--- config.mk ---
export PLATFORM = sky130hd
export DESIGN_NAME = uart_rx_fifo
export DESIGN_NICKNAME = d
export VERILOG_FILES = /design/src/rtl/leg_pkg.sv /design/src/rtl/uart_rx_fifo_ptr.sv /design/src/rtl/uart_rx_fifo.sv
export SDC_FILE = /design/constraint.sdc
export NUM_CORES = 1
export LEC_CHECK = 0
export BUFFER_PORTS_ARGS = -buffer_cell sky130_fd_sc_hd__buf_2
export CAP_MARGIN = 20
export CORE_MARGIN = 1
export CORE_UTILIZATION = 65
export DETAILED_ROUTE_END_ITERATION = 8
export HOLD_SLACK_MARGIN = 0.06
export PLACE_DENSITY = 0.84
export SYNTH_ARGS = -nofsm -noshare
export SYNTH_HDL_FRONTEND = slang
export SYNTH_SLANG_ARGS = --single-unit
--- constraint.sdc ---
create_clock -name i_clk -period 8.25 [get_ports i_clk]
set_input_delay 2.0625 -clock i_clk [delete_from_list [all_inputs] [get_ports i_clk]]
set_output_delay 2.0625 -clock i_clk [all_outputs]
set_load 0.01 [all_outputs]
--- src/rtl/leg_pkg.sv ---
// Shared types and constants for the UART/MMIO slice.
// Optional overwrite-on-full for the RX FIFO is enabled by RX_FIFO_OVERWRITE_EN.
package leg_pkg;
    typedef logic [7:0] byte_t;

    localparam int RX_FIFO_DEPTH_DEFAULT = 4;

    localparam logic [15:0] MMIO_UART_TX   = 16'hFFFF;
    localparam logic [15:0] MMIO_UART_RX   = 16'hFFFE;
    localparam logic [15:0] MMIO_UART_STAT = 16'hFFFD;
endpackage

--- src/rtl/uart_rx_fifo_ptr.sv ---
// Wrap-bit pointer counter for the RX FIFO: W bits, MSB toggles on each lap.
module fifo_ptr #(
    parameter int W = 5
) (
    input  logic         i_clk,
    input  logic         i_rst,
    input  logic         i_inc,
    output logic [W-1:0] o_ptr
);
    logic [W-1:0] ptr_q;
    logic [W-1:0] ptr_d;

    always_comb begin
        ptr_d = ptr_q;
        if (i_inc) ptr_d = ptr_q + W'(1);
    end

    always_ff @(posedge i_clk or posedge i_rst) begin
        if (i_rst) ptr_q <= '0;
        else       ptr_q <= ptr_d;
    end

    assign o_ptr = ptr_q;
endmodule

--- src/rtl/uart_rx_fifo.sv ---
// Receive byte FIFO with first-word-fall-through output and sticky overrun.
// Define RX_FIFO_OVERWRITE_EN to keep the newest bytes when a push hits a full FIFO.
module uart_rx_fifo
    import leg_pkg::*;
#(
    parameter int RX_FIFO_DEPTH = RX_FIFO_DEPTH_DEFAULT
) (
    input  logic                   i_clk,
    input  logic                   i_rst,
    input  logic [7:0]             i_rx_data,
    input  logic                   i_rx_valid,
    output logic [7:0]             o_data,
    output logic                   o_rd_valid,
    input  logic                   i_rd_ready,
    output logic [RX_FIFO_DEPTH:0] o_level,
    output logic                   o_rx_present,
    output logic                   o_overrun,
    input  logic                   i_clr_overrun
);
    localparam int D = RX_FIFO_DEPTH;

    byte_t        mem_q [2**D];
    logic [D:0]   wr_ptr;
    logic [D:0]   rd_ptr;
    logic         empty;
    logic         full;
    logic         pop;
    logic         push_ok;
    logic         ovf;
    logic         wr_inc;
    logic         rd_inc;
    logic         overrun_q;
    logic         overrun_d;

    assign empty   = (wr_ptr == rd_ptr);
    assign full    = (wr_ptr[D-1:0] == rd_ptr[D-1:0]) && (wr_ptr[D] != rd_ptr[D]);
    assign pop     = i_rd_ready && !empty;
    // A same-cycle pop frees the slot, so a push into a full FIFO is then legal.
    assign push_ok = i_rx_valid && (!full || pop);
    assign ovf     = i_rx_valid && full && !pop;

`ifdef RX_FIFO_OVERWRITE_EN
    // Overwrite the oldest slot and advance both pointers so level stays at max.
    assign wr_inc = push_ok || ovf;
    assign rd_inc = pop || ovf;
`else
    assign wr_inc = push_ok;
    assign rd_inc = pop;
`endif

    fifo_ptr #(.W(D + 1)) u_wr_ptr (
        .i_clk (i_clk),
        .i_rst (i_rst),
        .i_inc (wr_inc),
        .o_ptr (wr_ptr)
    );

    fifo_ptr #(.W(D + 1)) u_rd_ptr (
        .i_clk (i_clk),
        .i_rst (i_rst),
        .i_inc (rd_inc),
        .o_ptr (rd_ptr)
    );

    always_ff @(posedge i_clk) begin
        if (wr_inc) mem_q[wr_ptr[D-1:0]] <= i_rx_data;
    end

    always_comb begin
        overrun_d = overrun_q;
        if (i_clr_overrun) overrun_d = 1'b0;
        if (ovf)           overrun_d = 1'b1;
    end

    always_ff @(posedge i_clk or posedge i_rst) begin
        if (i_rst) overrun_q <= 1'b0;
        else       overrun_q <= overrun_d;
    end

    assign o_data       = empty ? 8'h00 : mem_q[rd_ptr[D-1:0]];
    assign o_rd_valid   = !empty;
    assign o_rx_present = !empty;
    assign o_level      = wr_ptr - rd_ptr;
    assign o_overrun    = overrun_q;
endmodule
==> reports/qor.tcl, run 1 <==
set qor(first_pass_iters) 5
set qor(total_routed_length_um) 11800
set qor(peakVddDrop_mv) 0.296
set qor(period_share) 0.661
set qor(design_area_um2) 6570
set qor(timing.slew.headroom) 0.350
set qor(grt_util_all_layers) 0.287
set qor(gp_congestion) 0.849
set qor(number_of_distinct_library_cells_after_synthesis) 34
set qor(final_layout_size_suffix_gt1_frac) 0.288
set qor(timing_hold_violations_final) 0
set qor(synth.ff_latch_count) 139
set qor(core_um2) 8340
set qor(path_class) {reg2out}
set qor(placedInstanceArea_um2) 5950
set qor(p_per_area_nw_per_um2) 390
set qor(syn_area_um2) 5710
set qor(via_count_of_the_first_global_routing_pass) 2915
set qor(antenna_cells) 0
set qor(fin_setup_tns_ns) 0
set qor(critPathMaxFanout) 18
set qor(dr_wl_cell_um) 26.2
set qor(power.static_leakage_nw) 2.31
set qor(critPathCaptureType) {output port}
set qor(placed_cells) 420
set qor(dieArea_um2) 9160
set qor(edff_count_synth) 128
set qor(clock_skew_ns) 0.00894
set qor(grt_first_pass_wirelength_um) 17400
set qor(rows) 33
set qor(antenna_found_initial) 0
set qor(maxClockFrequency_mhz) 183
set qor(crit_required_ns) 6.19
set qor(sinks_on_clock_net) 139
set qor(synth_area_per_cell_um2) 19.3
set qor(finalNetCount) 357
set qor(globalRouteOverflowTotal) 0
set qor(yosysWarningCount) 0
set qor(cts.reportedPaths.clkPinSlew_ns) 0.07
set qor(max_slew.worst_pin.slew_ns) 0.972
set qor(finalNonFillerCells) 452
set qor(antenna_left) 0
set qor(chipHeight_um) 95.7
set qor(detail_route.drc_violations) 0
set qor(io_pins) 29
set qor(cts_tree) {built}
set qor(cts-root-to-sink-buffers) 2
set qor(drt_iter0_drc) 330
set qor(final-max-slew-violation-count) 0
set qor(grt_start_max_net_pins) 34
set qor(synth_top_flop_cell) {sky130_fd_sc_hd__edfxtp_1}
set qor(dieWidth_um) 95.7
set qor(critical_path.startpoint_type) {flop}
set qor(synthesis.instances) 295
set qor(io_buffer_count) 28
set qor(total_clock_buffers_created_by_cts) 17
set qor(synthesis.nets) 318
set qor(layout_setup_ws_ns) 2.80
set qor(synth.yosys.seq_area_share) 0.722
set qor(area_growth_syn_to_layout_pct) 15.2
set qor(fillers) 429
set qor(post_cts_gate_resize_count) 0
set qor(ctsHtreeMaxLevel) 4
set qor(clk-insertion-delay-late_ns) 0.51
set qor(status) {completed}
set qor(final.min_clock_period_ns) 5.45
set qor(finalSetupViolCount) 0
set qor(post-cts-setup-buffers) 0
set qor(hp-class) {reg2reg}
set qor(timing.critical_path.arrival_ns) 3.39
set qor(route.detailed.vias_per_inst) 6.60
set qor(rsz_0062_raised_after_global_routing) {false}
set qor(postSynth.asyncResetShare) 0.0791
set qor(dp_worst_setup_slack_ns) 3.38
set qor(post_cts_hold_buffer_count) 0
set qor(hpwl_um) 6500
set qor(clock_tree.root_cell) {sky130_fd_sc_hd__clkbuf_8}
set qor(vias) 2985
set qor(max_cap_violations) 0
set qor(floorplan.initialDensity) 0.684
==> kinds of logic (layout without fill, tap and decap cells) <==
group | count (synthesis) | in the layout | share of synthesized area
flops | 139 | 139 | 0.722
fa+ha+maj | 10 | 10 | 0.0232
simple gates | 37 | 37 | 0.0298
buf+inv | 24 | 76 | 0.0202
xor+xnor | 12 | 12 | 0.0184
compound gates | 25 | 25 | 0.0274
mux | 48 | 48 | 0.159
==> state kept, by name, indices dropped and copies added (netlist names) <==
signal / cells
mem_q: 128
u_rd_ptr.o_ptr: 5
u_wr_ptr.o_ptr: 5
o_overrun: 1
==> cell type report <==
| cell class | count | area, um^2 | area share |
|---|---|---|---|
| clock buffers | 17 | 414 | 0.0630 |
| clock inverters | 15 | 213 | 0.0324 |
| inverters | 10 | 37.5 | 0.00571 |
| multi-input cells | 132 | 1470 | 0.224 |
| flip-flops and latches | 139 | 4120 | 0.627 |
| well taps | 105 | 131 | 0.0200 |
| repair buffers | 34 | 185 | 0.0282 |
==> cell usage in the layout (no fill, tap or decap), types with 2 or more instances in the layout <==
cell / n
sky130_fd_sc_hd__mux2i_1: 8
sky130_fd_sc_hd__clkbuf_16: 16
sky130_fd_sc_hd__mux2_2: 9
sky130_fd_sc_hd__nor3_1: 6
sky130_fd_sc_hd__buf_2: 28
sky130_fd_sc_hd__a21oi_1: 9
sky130_fd_sc_hd__buf_4: 6
sky130_fd_sc_hd__o21ai_1: 7
sky130_fd_sc_hd__and3_1: 2
sky130_fd_sc_hd__mux4_2: 23
sky130_fd_sc_hd__nand3_1: 3
sky130_fd_sc_hd__nand2b_1: 3
sky130_fd_sc_hd__mux4_1: 8
sky130_fd_sc_hd__o21ai_0: 2
sky130_fd_sc_hd__bufinv_16: 4
sky130_fd_sc_hd__xnor2_1: 10
sky130_fd_sc_hd__clkinv_4: 3
sky130_fd_sc_hd__ha_1: 9
sky130_fd_sc_hd__xor2_1: 2
sky130_fd_sc_hd__inv_2: 2
sky130_fd_sc_hd__inv_6: 5
sky130_fd_sc_hd__inv_1: 8
sky130_fd_sc_hd__nand4_1: 2
sky130_fd_sc_hd__nor2_1: 13
sky130_fd_sc_hd__dfrtp_1: 11
sky130_fd_sc_hd__nand2_1: 7
sky130_fd_sc_hd__edfxtp_1: 128
sky130_fd_sc_hd__a21o_1: 2
==> final timing paths <==
path	cells after the start	start	endpoint	slack, ns
worst max-delay path	7	u_rd_ptr.o_ptr[3]	o_data[6]	2.80
min in group asynchronous	2	i_rst	u_rd_ptr.o_ptr[4]	1.54
max in group asynchronous	2	i_rst	u_wr_ptr.o_ptr[0]	6.39
worst min-delay path	1	u_rd_ptr.o_ptr[4]	u_rd_ptr.o_ptr[4]	0.50
worst max register to register	6	u_rd_ptr.o_ptr[3]	mem_q[6][6]	4.80
worst min register to register	1	u_rd_ptr.o_ptr[4]	u_rd_ptr.o_ptr[4]	0.50
==> power by group <==
part           leakage, nW  total, mW  switching [mW]  internal (mW)
combinational        0.713      0.823           0.445          0.378
sequential            1.29      0.945          0.0836          0.861
clock                0.304      0.799           0.301          0.498
==> metrics by stage <==
step	hold WS [ns]	power [mW]	util
2_1_floorplan	0.462	1.52	-
3_3_place_gp	0.478	1.74	0.713
3_5_place_dp	0.488	1.76	0.713
4_1_cts	0.497	2.57	0.788
5_1_grt	0.523	2.67	0.788
6_report	0.499	2.57	0.788
==> critical path: stages, from the launching register on <==
cell and delay, ns:
sky130_fd_sc_hd__dfrtp_1 0.91, sky130_fd_sc_hd__inv_2 0.29, sky130_fd_sc_hd__ha_1 0.42, sky130_fd_sc_hd__nand4_1 0.19
sky130_fd_sc_hd__nand2b_1 0.43, sky130_fd_sc_hd__and3_1 0.30, sky130_fd_sc_hd__a31o_1 0.19, sky130_fd_sc_hd__buf_2 0.14
==> synthesized netlist by cell type (5+ instances only) <==
library cell	instances	share of area
sky130_fd_sc_hd__xnor2_1	10	0.015
sky130_fd_sc_hd__nor2_1	13	0.0085
sky130_fd_sc_hd__mux4_2	23	0.091
sky130_fd_sc_hd__clkbuf_1	5	0.0033
sky130_fd_sc_hd__inv_1	8	0.0053
sky130_fd_sc_hd__a21oi_1	9	0.0079
sky130_fd_sc_hd__buf_2	5	0.0044
sky130_fd_sc_hd__nand2_1	7	0.0046
sky130_fd_sc_hd__mux2i_1	8	0.014
sky130_fd_sc_hd__mux4_1	8	0.037
sky130_fd_sc_hd__nor3_1	6	0.0053
sky130_fd_sc_hd__dfrtp_1	11	0.048
sky130_fd_sc_hd__mux2_2	9	0.018
sky130_fd_sc_hd__o21ai_1	7	0.0061
sky130_fd_sc_hd__ha_1	9	0.020
sky130_fd_sc_hd__edfxtp_1	128	0.67
==> routing by layer <==
| layer | GRT usage | vias up | part of all wire |
|---|---|---|---|
| met5 | 0 | - | 0 |
| li1 | - | 1261 | - |
| met4 | 0.101 | 0 | 0.027 |
| met3 | 0.0727 | 34 | 0.10 |
| met1 | 0.406 | 1487 | 0.40 |
| met2 | 0.442 | 203 | 0.48 |
(Power assumes the default switching activity.)
==> inputs of run 2 (changes only) <==
--- a/config.mk
+++ b/config.mk
@@ -8,10 +8,10 @@
 export BUFFER_PORTS_ARGS = -buffer_cell sky130_fd_sc_hd__buf_2
 export CAP_MARGIN = 20
 export CORE_MARGIN = 1
-export CORE_UTILIZATION = 65
+export CORE_UTILIZATION = 60
 export DETAILED_ROUTE_END_ITERATION = 8
 export HOLD_SLACK_MARGIN = 0.06
-export PLACE_DENSITY = 0.84
+export PLACE_DENSITY = 0.78
 export SYNTH_ARGS = -nofsm -noshare
 export SYNTH_HDL_FRONTEND = slang
 export SYNTH_SLANG_ARGS = --single-unit
==> constraint.sdc (replaced) <==
create_clock -name i_clk -period 5.3 [get_ports i_clk]
set_input_delay 1.325 -clock i_clk [delete_from_list [all_inputs] [get_ports i_clk]]
set_output_delay 1.325 -clock i_clk [all_outputs]
set_load 0.01 [all_outputs]
==> run 2 against run 1 <==
Utilization down 7.6 points. Sequential power up 52%. Register-to-register slack worse by 2.6 ns. Routed wire length down 5.0%. Critical path depth unchanged. Via count down 1.5%. Sequential share of layout area about the same. Cell count up 5.5%. Global-route usage down 3.4 points. Combinational power up 60%. Hold slack better by 0.0017 ns. Critical path type unchanged. Largest power group unchanged.
==> reports/qor.tcl, run 2 (synthesis gave the netlist of run 1 again) <==
set qor(status) {completed}
set qor(regArea_um2) 4120
set qor(post-cts-setup-buffers) 0
set qor(io_pins) 29
set qor(final-max-slew-violation-count) 0
set qor(detail_route.drc_violations) 0
set qor(globalRouteOverflowTotal) 0
set qor(peakVddDrop_mv) 0.351
set qor(clock_skew_ns) 0.00862
set qor(period_share) 0.809
set qor(max_slew.worst_pin.slew_ns) 1.07
set qor(design_area_um2) 6580
set qor(multi_input_comb_area_um2) 1480
set qor(mostFrequentLayoutCells) {sky130_fd_sc_hd__edfxtp_1, sky130_fd_sc_hd__buf_2, sky130_fd_sc_hd__mux4_2}
set qor(grt_first_pass_wirelength_um) 17200
set qor(vias) 2941
set qor(final_layout_size_suffix_gt1_frac) 0.287
set qor(gp_congestion) 0.839
set qor(fin_setup_tns_ns) 0
set qor(core_um2) 9240
set qor(grt_util_all_layers) 0.253
set qor(placedInstanceArea_um2) 5990
set qor(maxClockFrequency_mhz) 233
set qor(power.static_leakage_nw) 2.29
set qor(path_class) {reg2out}
set qor(grt_start_max_net_pins) 24
set qor(largest_reg_flops) 128
set qor(rsz_0062_raised_after_global_routing) {false}
set qor(finalNetCount) 358
set qor(total_routed_length_um) 11300
set qor(timing.critical_path.arrival_ns) 2.96
set qor(cts_tree) {built}
set qor(hpwl_um) 6820
set qor(cts.reportedPaths.clkPinSlew_ns) 0.06
set qor(clock_tree.root_cell) {sky130_fd_sc_hd__clkbuf_8}
set qor(total_clock_buffers_created_by_cts) 17
set qor(p_per_area_nw_per_um2) 597
set qor(timing_hold_violations_final) 0
set qor(dieWidth_um) 99.5
set qor(clk-insertion-delay-late_ns) 0.52
set qor(crit_required_ns) 3.97
set qor(antenna_cells) 0
set qor(critical_path.startpoint_type) {flop}
set qor(sinks_on_clock_net) 139
set qor(rows) 35
set qor(ctsHtreeMaxLevel) 4
set qor(fillers) 530
set qor(first_pass_iters) 4
set qor(dr_wl_cell_um) 23.6
set qor(cts-root-to-sink-buffers) 2
set qor(dieArea_um2) 9910
set qor(hp-class) {reg2reg}
set qor(timing.slew.headroom) 0.283
set qor(final.min_clock_period_ns) 4.29
set qor(antenna_left) 0
set qor(via_count_of_the_first_global_routing_pass) 3008
set qor(post_cts_hold_buffer_count) 0
set qor(max_cap_violations) 0
set qor(route.detailed.vias_per_inst) 6.17
set qor(io_buffer_count) 28
set qor(floorplan.initialDensity) 0.618
set qor(critPathMaxFanout) 15
set qor(finalSetupViolCount) 0
set qor(post_cts_gate_resize_count) 0
set qor(drt_iter0_drc) 247
set qor(critPathCaptureType) {output port}
set qor(antenna_found_initial) 0
set qor(area_growth_syn_to_layout_pct) 15.2
set qor(chipHeight_um) 99.5
set qor(final_common_cell) {sky130_fd_sc_hd__edfxtp_1}
## run 2: final cells by class
class	count	share of cell area
flip-flops and latches	139	0.626
multi-input cells	132	0.225
clock buffers	19	0.0641
repair buffers	35	0.0293
clock inverters	13	0.0253
well taps	129	0.0245
inverters	10	0.00571
## run 2: path summary, 6_finish.rpt
check                             startpoint  cells past startpoint                 to  slack, ns
setup / recovery           u_rd_ptr.o_ptr[1]                      7          o_data[0]       1.01
hold / removal             u_rd_ptr.o_ptr[4]                      1  u_rd_ptr.o_ptr[4]       0.50
setup reg to reg           u_rd_ptr.o_ptr[1]                      6       mem_q[13][4]       2.19
hold reg to reg            u_rd_ptr.o_ptr[4]                      1  u_rd_ptr.o_ptr[4]       0.50
max in group asynchronous              i_rst                      2  u_rd_ptr.o_ptr[3]       4.19
min in group asynchronous              i_rst                      2  u_rd_ptr.o_ptr[1]       0.80
## run 2: critical path, stage by stage, from the launching register on
cell,delay (ns)
sky130_fd_sc_hd__dfrtp_1,0.63
sky130_fd_sc_hd__inv_1,0.20
sky130_fd_sc_hd__ha_1,0.36
sky130_fd_sc_hd__nand4_1,0.18
sky130_fd_sc_hd__nand2b_1,0.46
sky130_fd_sc_hd__o21ai_1,0.18
sky130_fd_sc_hd__a21oi_1,0.26
sky130_fd_sc_hd__buf_2,0.19
## run 2: report_power, final
part | internal (mW) | switching [mW]
registers | 1.34 | 0.0988
logic | 0.596 | 0.723
clock network | 0.720 | 0.449
## run 2: per-layer routing
metal,share of wire,global-route usage,wire [um]
met4,0.024,0.112,268
met1,0.40,0.321,4510
met2,0.51,0.406,5730
met3,0.067,0.0801,750
met5,0,0,0
## run 2: stage by stage
| step | total power [mW] | setup slack, ns | hold WS (ns) | utilization | std cells |
|---|---|---|---|---|---|
| after floorplan | 2.36 | 1.83 | 0.462 | - | 295 |
| after global placement | 2.72 | 1.64 | 0.476 | 0.648 | 445 |
| after detailed placement | 2.75 | 1.62 | 0.494 | 0.648 | 445 |
| after CTS | 3.94 | 1.03 | 0.507 | 0.712 | 477 |
| after global routing | 4.10 | 0.763 | 0.531 | 0.712 | 477 |
| final | 3.93 | 1.01 | 0.501 | 0.712 | 477 |
